## config.mk

```make
export PLATFORM = sky130hd
export DESIGN_NAME = triple_loader
export DESIGN_NICKNAME = d
export VERILOG_FILES = /design/src/rtl/fft_pkg.sv /design/src/rtl/triple_loader.sv
export SDC_FILE = /design/constraint.sdc
export NUM_CORES = 1
export LEC_CHECK = 0
export ABC_CLOCK_PERIOD_IN_PS = 3700
export CELL_PAD_IN_SITES_DETAIL_PLACEMENT = 0
export CELL_PAD_IN_SITES_GLOBAL_PLACEMENT = 1
export CORE_ASPECT_RATIO = 0.6
export CORE_MARGIN = 2
export CORE_UTILIZATION = 25
export DETAILED_ROUTE_END_ITERATION = 6
export GPL_ROUTABILITY_DRIVEN = 1
export PLACE_DENSITY_LB_ADDON = 0.25
export RECOVER_POWER = 50
export REMOVE_ABC_BUFFERS = 1
export SETUP_SLACK_MARGIN = 0.4
export SYNTH_ARGS = -nofsm -noshare
export SYNTH_HDL_FRONTEND = slang
export SYNTH_SLANG_ARGS = --single-unit
```

## constraint.sdc

```tcl
create_clock -name i_clk -period 3.7 [get_ports i_clk]
set_input_delay 1.11 -clock i_clk [delete_from_list [all_inputs] [get_ports i_clk]]
set_output_delay 1.11 -clock i_clk [all_outputs]
set_load 0.005 [all_outputs]
```

## src/rtl/fft_pkg.sv

```systemverilog
// Shared FFT datapath definitions.
// Sample width default and loader fill-state encodings.
package fft_pkg;

  localparam int SAMPLE_W = 16;

  localparam logic [1:0] EMPTY = 2'd0;
  localparam logic [1:0] ONE   = 2'd1;
  localparam logic [1:0] TWO   = 2'd2;

endpackage

```

## src/rtl/triple_loader.sv

```systemverilog
// Stream-to-triple operand loader feeding the three-input adder.
// Optional partial-triple flush: define TRIPLE_LOADER_FLUSH_EN.
module triple_loader
  import fft_pkg::*;
#(
  parameter int N = SAMPLE_W
) (
  input  logic         i_clk,
  input  logic         i_rst,
  input  logic [N-1:0] i_data,
  input  logic         i_valid,
  output logic         o_ready,
  output logic [N-1:0] o_A,
  output logic [N-1:0] o_B,
  output logic [N-1:0] o_C,
  output logic         o_valid,
  input  logic         i_ready
`ifdef TRIPLE_LOADER_FLUSH_EN
  ,
  input  logic         i_flush
`endif
);

  logic [1:0]   cnt_q, cnt_d;
  logic [N-1:0] s0_q, s0_d;
  logic [N-1:0] s1_q, s1_d;
  logic [N-1:0] a_q, a_d;
  logic [N-1:0] b_q, b_d;
  logic [N-1:0] c_q, c_d;
  logic         vld_q, vld_d;

  logic slot_free;
  logic accept;
  logic drain;

  assign slot_free = !(vld_q && !i_ready);
  assign o_ready   = !(cnt_q == TWO && !slot_free);
  assign accept    = i_valid && o_ready;
  assign drain     = vld_q && i_ready;

  assign o_A     = a_q;
  assign o_B     = b_q;
  assign o_C     = c_q;
  assign o_valid = vld_q;

  // Next-state: stage samples, load a full triple, retire on drain.
  always_comb begin
    cnt_d = cnt_q;
    s0_d  = s0_q;
    s1_d  = s1_q;
    a_d   = a_q;
    b_d   = b_q;
    c_d   = c_q;
    vld_d = vld_q;
    if (drain) begin
      vld_d = 1'b0;
    end
    if (accept) begin
      case (cnt_q)
        EMPTY: begin
          s0_d  = i_data;
          cnt_d = ONE;
        end
        ONE: begin
          s1_d  = i_data;
          cnt_d = TWO;
        end
        default: begin
          a_d   = s0_q;
          b_d   = s1_q;
          c_d   = i_data;
          vld_d = 1'b1;
          cnt_d = EMPTY;
        end
      endcase
    end
`ifdef TRIPLE_LOADER_FLUSH_EN
    // Flush emits whatever is staged, zero-padded; a third-sample
    // accept is already a full load and needs no special handling.
    if (i_flush && slot_free && !(accept && cnt_q == TWO)) begin
      case (cnt_q)
        EMPTY: begin
          if (accept) begin
            a_d   = i_data;
            b_d   = '0;
            c_d   = '0;
            vld_d = 1'b1;
            cnt_d = EMPTY;
          end
        end
        ONE: begin
          a_d   = s0_q;
          b_d   = accept ? i_data : '0;
          c_d   = '0;
          vld_d = 1'b1;
          cnt_d = EMPTY;
        end
        default: begin
          a_d   = s0_q;
          b_d   = s1_q;
          c_d   = '0;
          vld_d = 1'b1;
          cnt_d = EMPTY;
        end
      endcase
    end
`endif
  end

  // State registers; reset discards any partially staged triple.
  always_ff @(posedge i_clk or posedge i_rst) begin
    if (i_rst) begin
      cnt_q <= EMPTY;
      s0_q  <= '0;
      s1_q  <= '0;
      a_q   <= '0;
      b_q   <= '0;
      c_q   <= '0;
      vld_q <= 1'b0;
    end else begin
      cnt_q <= cnt_d;
      s0_q  <= s0_d;
      s1_q  <= s1_d;
      a_q   <= a_d;
      b_q   <= b_d;
      c_q   <= c_d;
      vld_q <= vld_d;
    end
  end

endmodule

```

==> run summary, run 1 <==
synthesized area per cell = 17.3 um^2
core area = 12200 um^2
worst reg2reg endpoint = o_C[11]
FP Rows = 31
H-tree depth = 3
# port buffers = 69
DRT Wirelength = 6110 um
Post-DRT Antenna Nets = 0
number of library cell types mapped by synthesis = 17
Clk Latency, worst-skew pair = 0.33 ns
layout overhead on the synthesized area = 38.5%
Static Leakage = 1.83 nW
via count = 1753
R2R setup slack = 1.30 ns
total gr overflow = 0
Final setup viols = 0
# diodes = 0
Crit path arrival time = 3.43 ns
Critical Path Source = i_valid
largest stage delay on the critical path = 1.04 ns
CP top delay family = buffers and inverters
CP required = 3.91 ns
Power Density = 903 nW/um^2
CTS sink cnt = 83
RSZ-0062 raised after global routing = false
Syn Std Cell Area = 3160 um^2
synth warn = 0
Peak Freq = 0.310 GHz
Synth Instances = 183
Critical-path top delay cell = clkbuf_2
mean number of vias per cell = 4.08
CP Launch Type = input port
clk buf depth = 2
worst slew margin relative to its limit = -24.7%
worst vdd ir = 0.314 mV
Final min period = 3.23 ns
failing checks = capacitance limit, slew limit
Bufs and invs on worst path = 2
number of max-cap violations = 1
vias in the first global route = 1935
Setup TNS = 0 ns
DR iter-0 viols = 53
number of synthesized register bits = 83
FF-to-FF path depth = 5
status = finished with violations
Critical Path End Type = flip-flop
Final Core Density = 35.9%
largest net degree at the start of global routing = 50
share of cells above drive strength 1 = 39.2%
Fin. Hold Viols = 0
starting utilization of the core area = 25.9%
root buffer cell = clkbuf_16
cts hold-fix bufs = 0
global-route wire length before repair = 10400 um
Hold Path Origin = s0_q[6]
kind of critical path = input port to flip-flop
Worst Hold End = o_A[6]
DIE WIDTH = 149 um
Initial DRT Pass Iterations = 3
Worst Tran Pin Value = 1.86 ns
sequential-to-total area share from yosys stat = 65.7%
cts bufs inserted = 9
GR Util All Layers = 10.1%
Place WS = 0.224 ns
gpl congestion = 0.647
initial antenna violation count = 0
Worst R2R Start = cnt_q[0]
critical path fanouts, max = 49
CTS tree = built
Slew Viols, Final = 41
Die Height = 91.1 um
DR WL/cell = 14.2 um
DIE AREA = 13600 um^2
worst hold path class = flip-flop to flip-flop
Top Ports = 70
DRC viols = 0
Tcrit/Tclk final = 87.2%
Worst Hold Depth = 1
CP cell instances = dlygate4sd3_1 > nand2_1 > nor2_4 > clkbuf_2 > mux2_2
HPWL after detailed placement = 3900 um
clock skew = 0.00592 ns
Nets = 280
worst setup margin = 0.473 ns
Reg clk slew, reported paths = 0.06 ns
-- synth_stat cells --
| cell type | instances | area (um^2) |
|---|---|---|
| a21oi_1 | 1 | 5.00 |
| nor2_2 | 1 | 6.26 |
| nand2_1 | 2 | 7.51 |
| nor3b_2 | 1 | 12.5 |
| o21ai_0 | 1 | 5.00 |
| mux2_2 | 71 | 800 |
| buf_4 | 4 | 30.0 |
| dfrtp_1 | 83 | 2080 |
| buf_8 | 1 | 15.0 |
| inv_1 | 3 | 11.3 |
| a21o_1 | 1 | 7.51 |
| nand3b_2 | 1 | 11.3 |
| mux2_4 | 9 | 135 |
| buf_6 | 1 | 11.3 |
| nor2_1 | 1 | 3.75 |
| buf_2 | 1 | 5.00 |
| nor3_4 | 1 | 16.3 |
-- registers in the layout, indices dropped and copies added (netlist names) --
register,cells
cnt_q,2
o_A,16
o_B,16
o_C,16
o_valid,1
s0_q,16
s1_q,16
-- area by class of cell --
class | instances | area (um^2)
clock inverters | 5 | 85.1
fillers | 1169 | 7800
repair buffers | 73 | 726
flip-flops and latches | 83 | 2080
multi-input cells | 90 | 1010
inverters | 3 | 12.5
clock buffers | 11 | 253
well taps | 165 | 206
-- through the flow --
step                      instance area, um^2  power, mW  std cells  hold slack (ns)
after detailed placement                 4050       3.06        413            0.487
final                                    4370       3.95        430            0.496
after global routing                     4370       4.23        430            0.515
after global placement                   4050       3.03        413            0.480
after floorplan                          3100       2.29        176            0.474
after CTS                                4390       4.08        430            0.501
-- where the power goes --
| group | leakage (nW) | total, mW | switching (mW) | internal (mW) |
|---|---|---|---|---|
| logic | 0.684 | 1.34 | 0.410 | 0.935 |
| clock network | 0.162 | 0.985 | 0.355 | 0.630 |
| registers | 0.985 | 1.62 | 0.244 | 1.38 |
-- cells by family (layout without fill, tap and decap cells) --
group,after synthesis,count (layout),synth area share (%)
muxes,80,80,29.6
AOI/OAI and AO/OA,3,3,0.554
buffers and inverters,10,92,2.30
and+or+nand+nor,7,7,1.82
DFF,83,83,65.7
-- worst max path at each step --
stage / endpoint / slack, ns / cells after the start
floorplan: cnt_q[0] / 0.45 / 1
global placement: o_ready / 0.27 / 4
detailed placement: o_ready / 0.22 / 4
CTS: o_ready / 0.48 / 4
global route: o_C[11] / 0.27 / 5
finish: o_C[11] / 0.47 / 5
-- routing by layer --
layer	up-vias	wire (um)	track usage, %
li1	800	-	-
met1	891	2970	13.3
met2	52	2590	14.5
met3	10	488	4.82
met4	0	61	3.33
met5	-	0	0
-- repair_timing --
action	in CTS	in global routing
setup buffers	1	0
gates resized for setup	1	0
endpoints found under the setup margin	1	0
-- cells in the final DEF (no fill, tap or decap) --
master	Yosys	final
buf_4	4	1
inv_1	3	2
dfrtp_1	83	83
dlygate4sd3_1	0	24
nor3_4	1	1
clkinvlp_4	0	1
o21ai_0	1	1
clkdlybuf4s50_1	0	44
clkbuf_2	0	1
buf_12	0	1
nor2_4	0	1
nand3b_2	1	1
mux2_2	71	71
clkbuf_1	0	1
a21oi_1	1	1
clkbuf_16	0	9
nand2_1	2	2
clkinv_4	0	2
clkbuf_8	0	2
a21o_1	1	1
nor2_1	1	1
dlygate4sd2_1	0	1
bufinv_16	0	2
clkinvlp_2	0	1
mux2_4	9	9
nor3b_2	1	1
(Power assumes the default switching activity.)
==> run 2: changes to the inputs <==
--- a/config.mk
+++ b/config.mk
@@ -6,6 +6,7 @@
 export NUM_CORES = 1
 export LEC_CHECK = 0
 export ABC_CLOCK_PERIOD_IN_PS = 3700
+export CAP_MARGIN = 20
 export CELL_PAD_IN_SITES_DETAIL_PLACEMENT = 0
 export CELL_PAD_IN_SITES_GLOBAL_PLACEMENT = 1
 export CORE_ASPECT_RATIO = 0.6
==> results of run 2 <==
Final layout, timing and power as in run 1 (identical DEF).
